<file path="src/rtl/alu_exec_ctrl.sv">
// rtl/alu_exec_ctrl.sv - execute-stage controller: register file, operand fetch, ALU drive, write-back
// Three-phase sequencer (IDLE accept, EXEC evaluate, WB write) around an external combinational ALU.
module alu_exec_ctrl #(
  parameter int NREGS = 16,
  parameter int IMM_W = 16
) (
  input  logic             clk,
  input  logic             rst,
  input  logic             instr_valid,
  output logic             instr_ready,
  input  logic [3:0]       instr_op,
  input  logic [3:0]       instr_rd,
  input  logic [3:0]       instr_rs,
  input  logic [3:0]       instr_rt,
  input  logic             instr_imm_en,
  input  logic [IMM_W-1:0] instr_imm,
  output logic [31:0]      alu_a,
  output logic [31:0]      alu_b,
  output logic [3:0]       alu_op,
  input  logic [31:0]      alu_out,
  output logic             done,
  output logic [31:0]      done_data,
  input  logic [3:0]       dbg_addr,
  output logic [31:0]      dbg_data
);

  typedef enum logic [1:0] {
    S_IDLE,
    S_EXEC,
    S_WB
  } state_t;

  state_t      state_q, state_d;
  logic [31:0] rf_q [NREGS];
  logic [31:0] rf_d [NREGS];
  logic [31:0] alu_a_q, alu_a_d;
  logic [31:0] alu_b_q, alu_b_d;
  logic [3:0]  alu_op_q, alu_op_d;
  logic [3:0]  rd_q, rd_d;
  logic [31:0] result_q, result_d;

  logic [31:0] rs_val, rt_val, imm_ext;

  // R0 is hardwired to zero on every read port.
  assign rs_val   = (instr_rs == 4'd0) ? 32'd0 : rf_q[instr_rs];
  assign rt_val   = (instr_rt == 4'd0) ? 32'd0 : rf_q[instr_rt];
  assign dbg_data = (dbg_addr == 4'd0) ? 32'd0 : rf_q[dbg_addr];
  assign imm_ext  = {{(32-IMM_W){instr_imm[IMM_W-1]}}, instr_imm};

  assign alu_a     = alu_a_q;
  assign alu_b     = alu_b_q;
  assign alu_op    = alu_op_q;
  assign done_data = result_q;

  always_comb begin
    state_d  = state_q;
    rf_d     = rf_q;
    alu_a_d  = alu_a_q;
    alu_b_d  = alu_b_q;
    alu_op_d = alu_op_q;
    rd_d     = rd_q;
    result_d = result_q;
    instr_ready = (state_q == S_IDLE) && !rst;
    done        = 1'b0;
    case (state_q)
      S_IDLE: begin
        if (instr_valid && instr_ready) begin
          alu_a_d  = rs_val;
          alu_b_d  = instr_imm_en ? imm_ext : rt_val;
          alu_op_d = instr_op;
          rd_d     = instr_rd;
          state_d  = S_EXEC;
        end
      end
      S_EXEC: begin
        result_d = alu_out;
        state_d  = S_WB;
      end
      S_WB: begin
        done = !rst;
        if (rd_q != 4'd0) begin
          rf_d[rd_q] = result_q;
        end
        state_d = S_IDLE;
      end
      default: state_d = S_IDLE;
    endcase
  end

  always_ff @(posedge clk) begin
    if (rst) begin
      state_q  <= S_IDLE;
      alu_a_q  <= '0;
      alu_b_q  <= '0;
      alu_op_q <= '0;
      rd_q     <= '0;
      result_q <= '0;
    end else begin
      state_q  <= state_d;
      alu_a_q  <= alu_a_d;
      alu_b_q  <= alu_b_d;
      alu_op_q <= alu_op_d;
      rd_q     <= rd_d;
      result_q <= result_d;
    end
  end

  always_ff @(posedge clk) begin
    for (int i = 0; i < NREGS; i++) begin
      rf_q[i] <= rst ? 32'd0 : rf_d[i];
    end
  end

endmodule
</file>
<file path="config.mk">
export PLATFORM = sky130hd
export DESIGN_NAME = alu_exec_ctrl
export DESIGN_NICKNAME = d
export VERILOG_FILES = /design/src/rtl/alu_exec_ctrl.sv
export SDC_FILE = /design/constraint.sdc
export NUM_CORES = 2
export LEC_CHECK = 0
export ABC_CLOCK_PERIOD_IN_PS = 3100
export CELL_PAD_IN_SITES_DETAIL_PLACEMENT = 2
export CELL_PAD_IN_SITES_GLOBAL_PLACEMENT = 2
export CORE_UTILIZATION = 38
export DETAILED_ROUTE_END_ITERATION = 12
export PLACE_DENSITY_LB_ADDON = 0.05
export SKIP_LAST_GASP = 1
export SYNTH_ARGS = -nofsm -noshare
export SYNTH_HDL_FRONTEND = slang
export SYNTH_SLANG_ARGS = --single-unit
</file>
<file path="constraint.sdc">
create_clock -name clk -period 3.1 [get_ports clk]
set_clock_uncertainty 0.2 [all_clocks]
set_input_delay 0.62 -clock clk [delete_from_list [all_inputs] [get_ports clk]]
set_output_delay 0.62 -clock clk [all_outputs]
set_load 0.01 [all_outputs]
</file>
* Word-level counts from Yosys, hierarchy flattened *
Cells that the tools add are included.

storage, ports and cells
  input port bits = 72
  bits in registers = 618

cells by class
  bitwise gates (word level) = 4
  muxes and demuxes = 19
  reductions and logical operators = 11
  eq/ne operators = 3
  magnitude comparators = 5

operator list
  cell                  count
  $bwmux W512           1
  $bmux W32 S4          3
  $mux W32              11
  $demux W32 S4         1
  $ge A5 B5 Y1 const B  4
  $not A4 Y5            4
  $logic_not A4 Y1      3
  $lt A5 B1 Y1 const B  1
  $pmux W2 S2           1
  $reduce_and A2 Y1     2
  $reduce_bool A4 Y1    1
  $logic_and A1 B1 Y1   3
  $eq A2 B1 Y1 const B  1
  $eq A2 B2 Y1 const B  1
  $logic_not A2 Y1      1
  $mux W2               1
  $ne A2 B1 Y1 const B  1
  $logic_not A1 Y1      1
  $mux W1               1

* Longest topological paths before layout *
  depth after elaboration = 6
  mapped depth = 8
  mapped depth without buffers = 5

* Least setup slack after synthesis *
No wires, ideal clock.

  path kind = input to output
  start point = input dbg_addr[0]
  end point = output dbg_data[26]
  data arrival time = 2.015 ns
  stages on the path = 6
  path slack = 0.265 ns
  required time = 2.280 ns
  path through = buf_4 -> buf_4 -> buf_2 -> mux4_2 -> mux2i_1 -> a21oi_1

between the ends
  cells in the longest elaborated chain, start to end = 5
  elaborated cells between the ends (all ways) = 6
  classes of those cells = mux: 4; bitwise: 1; reduce/logical: 1

ends and longest elaborated chain
  item                                          line  text
  from (decl)                                   23    input logic [3:0] dbg_addr,
  $not A4 Y5 (implied by the code)              47    assign dbg_data = (dbg_addr == 4'd0) ? 32'd0 : rf_q[dbg_addr];
  $bmux W32 S4                                  47
  $mux W32 (implied by the code) (2 in series)  47
  $mux W32 *                                    47
  to (decl)                                     24    output logic [31:0] dbg_data

Every way passes the cells marked *; elsewhere a longest branch is shown, timed or not. The select of a mux whose other input is x is not followed.

* Final worst setup path *
  start point = input dbg_addr[0]
  end point = output dbg_data[13]

The elaborated chain is that of the path after synthesis.

==> qor_table.md <==
| Result | Reported | Unit |
| --- | --- | --- |
| Mean post-synth cell area | 9.14 | sq um |
| Power after layout | 0.0198 | W |
| Final critical path time including I/O delays and setup | 3.24 | ns |
| Count of maximum capacitance violations | 0 | - |
| Fillers | 9073 | - |
| Post-synthesis sequential area ratio | 37.2 | % |
| Hold WS | 0.268 | ns |
| Remaining max-slew budget at the tightest pin | 33.4 | % |
| P_leak | 14.3 | nW |
| Hold-critical path endpoint | alu_op[3] | - |
| Least setup slack across all paths after layout | -0.145 | ns |
| Most common library cells after synthesis | sky130_fd_sc_hd__nand2_1 (1056), sky130_fd_sc_hd__a21oi_1 (622), sky130_fd_sc_hd__dfxtp_1 (618) | - |
| Top FF cell, synth | sky130_fd_sc_hd__dfxtp_1 | - |
| Horiz. Die Dim | 298 | um |
| Clock sink total | 618 | - |
| Total number of H-tree levels | 3 | - |
| Final standard cell utilization of the core | 47.7 | % |
| Library cell with the largest summed area after synthesis | sky130_fd_sc_hd__dfxtp_1 | - |
| Root buffer cell | sky130_fd_sc_hd__clkbuf_16 | - |
| Nets | 3911 | - |
| Classification of the worst-slack hold path | flop to flop | - |
| Total routing resource utilization after global routing | 37.0 | % |
| Gate count of the mapped netlist | 3634 | - |
| Vias in the first global route | 34.9k | - |
| Top achievable clock speed | 308 | MHz |
| Nature of the critical path startpoint | input pin | - |
| Clock power frac | 48.6 | % |
| Flop pwr share | 40.7 | % |
| Number of synthesized flops with an enable pin | 0 | - |
| Part of the power in combinational logic | 10.8 | % |
| Wire length of the first global-routing pass | 243000 | um |
| Cell row count | 108 | - |
| Number of different library cells in the post-synthesis netlist | 49 | - |
| IO buf count | 205 | - |
| Endpoint required time on the critical path | 2.28 | ns |
| Capture point of the worst reg-to-reg path | rf_q[261] | - |
| Relative area change from synthesis to final layout | 24.3 | % |
| Outcome | finished with violations | - |
| Setup TNS after final layout | -0.914 | ns |
| Number of cells traversed by the worst hold path | 2 | - |
| Worst R2R Setup Slack | 0.30 | ns |
| Clock Pin Slew Worst Setup and Hold Paths | 0.06 | ns |
| Combined area of the multi-input logic cells | 19400 | sq um |
| Asr flop ratio synth | 0 | % |
| Vias per Instance | 6.39 | - |
| Area share of the largest cell type after synthesis | 37.2 | % |
| Data arrival time at the worst-slack endpoint | 2.42 | ns |
| Most frequent cell after synthesis | sky130_fd_sc_hd__nand2_1 | - |
| Final ANT Viol Nets | 0 | - |
| Fraction of final layout cells with drive strength greater than 1 | 24.4 | % |
| Total clock buffers created by CTS | 75 | - |
| Violated checks | setup timing | - |
| Maximum number of pins on one net before global-route repair | 102 | - |
| Yosys warns | 0 | - |
| Overflow left after global routing | 0 | - |
| Source of the worst register-to-register timing path | rd_q[1] | - |
| Max VDD drop | 0.459 | mV |
| P per Cell Area | 481 | nW/um^2 |
| Initial cell density of the core | 38.3 | % |
| WS Path Type | input pin to primary output | - |
| Sw Pwr | 0.00520 | W |
| Final Hold Fails | 0 | - |
| Final weighted congestion in routability-driven placement | 0.891 | - |
| Sequential cell area | 12400 | sq um |
| Net count after synthesis | 3706 | - |
| Transition time of the tightest slew-check pin | 0.999 | ns |
| Boundary pin count | 206 | - |
| HPWL Detailed | 110000 | um |
| Hold_sp | alu_op[3] | - |
| Wire per inst | 33.1 | um |
| DRC violation total after the first TritonRoute iteration | 2537 | - |
| Unrepaired setup endpoints after global routing | yes | - |
| Synth Register Bits | 618 | - |
| Die area | 88600 | sq um |
| Area of the core region | 86600 | sq um |
| Worst Setup End Kind | primary output | - |
| Maximum buffer depth of the clock tree | 3 | - |
| Post-detailed-routing wire length | 167000 | um |
| Cells on worst reg2reg path | 5 | - |
| Via total after detailed routing | 32.3k | - |
| Number of max-slew violations in the final report | 0 | - |
| Sw Ratio | 26.2 | % |
| Combined area of all synthesized cells | 33200 | sq um |
| Number of antenna violations at the first check in global routing | 4 | - |
| Worst-Skew Late Latency | 0.65 | ns |
| CTS tree | yes | - |
| Part of the cycle the worst path needs | 105 | % |
| Internal | 0.0146 | W |
| Number of remaining DRC errors | 0 | - |
| Detailed Routing Iterations Pass 1 | 5 | - |
| # setup viols final | 14 | - |
| Maximum net fanout on the critical path | 6 | - |
| Die H | 298 | um |
| Top cells by area in the synthesized netlist | sky130_fd_sc_hd__dfxtp_1 (37%), sky130_fd_sc_hd__mux4_2 (19%), sky130_fd_sc_hd__nand2_1 (12%), sky130_fd_sc_hd__a21oi_1 (9.4%), sky130_fd_sc_hd__mux2i_1 (3.8%) | - |
## final cells by class
class / instances / area share (%)
diodes: 2 / 0.0121
flip-flops and latches: 618 / 30.0
repair buffers: 522 / 12.8
multi-input cells: 2604 / 47.1
clock inverters: 29 / 1.00
clock buffers: 109 / 5.42
inverters: 18 / 0.170
well taps: 1155 / 3.50
## critical path, cell delays in order
cell	delay (ns)
sky130_fd_sc_hd__clkbuf_16	0.17
sky130_fd_sc_hd__buf_4	0.16
sky130_fd_sc_hd__buf_16	0.13
sky130_fd_sc_hd__buf_4	0.13
sky130_fd_sc_hd__buf_12	0.09
sky130_fd_sc_hd__mux4_2	0.52
sky130_fd_sc_hd__mux2i_4	0.23
sky130_fd_sc_hd__a21oi_4	0.14
sky130_fd_sc_hd__dlymetal6s2s_1	0.19
## metrics by stage
step,instance area [sq um],std cells,worst slack [ns]
after floorplan,33200,3634,0.265
after global placement,37800,4878,-0.627
after detailed placement,37800,4878,-0.636
after CTS,41100,5045,-0.166
after global routing,41300,5056,-0.154
final,41300,5057,-0.145
## routing by layer
layer	global-route usage [%]	up-vias	share of wire (%)
li1	-	13385	-
met1	47.8	16927	41
met2	60.7	1570	47
met3	6.21	447	7.5
met4	17.0	0	4.8
met5	0	-	0
## state kept, by name, indices dropped and copies added (netlist names)
name,count
alu_a,32
alu_b,32
alu_op,4
done_data,32
rd_q,4
rf_q,512
state_q,2
## cell usage in the layout, fill, tap and decap left out, drive strengths merged, types with 16 or more instances in the layout
cell type and count:
nand2 1057, a21oi 622, dfxtp 618, buf 328
mux4 290, clkdlybuf4s50 161, mux2i 125, clkbuf 120
mux2 96, nor2b 52, a211oi 45, nand2b 37
a221o 32, a22oi 32, o21ai 32, o22ai 30
and3 29, a2bb2oi 25, inv 21, a221oi 17
a211o 16, clkinv 16
## kinds of logic after synthesis
family	synth area share, %
simple gates	15.3
compound gates	15.2
flops	37.2
mux	26.8
buf+inv	5.52
## power groups by stage
stage / Combinational (W) / Clock, W / Sequential [W]
floorplan: 0.000974 / 0 / 0.00824
global placement: 0.00195 / 0 / 0.00824
detailed placement: 0.00199 / 0 / 0.00825
CTS: 0.00208 / 0.00974 / 0.00807
global route: 0.00220 / 0.0101 / 0.00807
finish: 0.00214 / 0.00964 / 0.00807
## worst max path at each step
stage	from	to	slack [ns]	cells past startpoint
after global routing	dbg_addr[0]	dbg_data[31]	-0.15	8
after detailed placement	dbg_addr[0]	dbg_data[13]	-0.64	7
after CTS	dbg_addr[0]	dbg_data[28]	-0.17	8
after global placement	dbg_addr[0]	dbg_data[13]	-0.63	8
final	dbg_addr[0]	dbg_data[13]	-0.14	9
after floorplan	dbg_addr[0]	dbg_data[26]	0.27	6
## what timing repair did
item                                    4_1_cts  5_1_grt
resized for setup                           116       49
pin swaps                                     2        8
gates cloned                                  6        2
hold buffers                                  1        0
setup buffers                                23       10
endpoints found under the setup margin       32       92
endpoints found under the hold margin         1        0
Power figures use the tool's default switching activity.
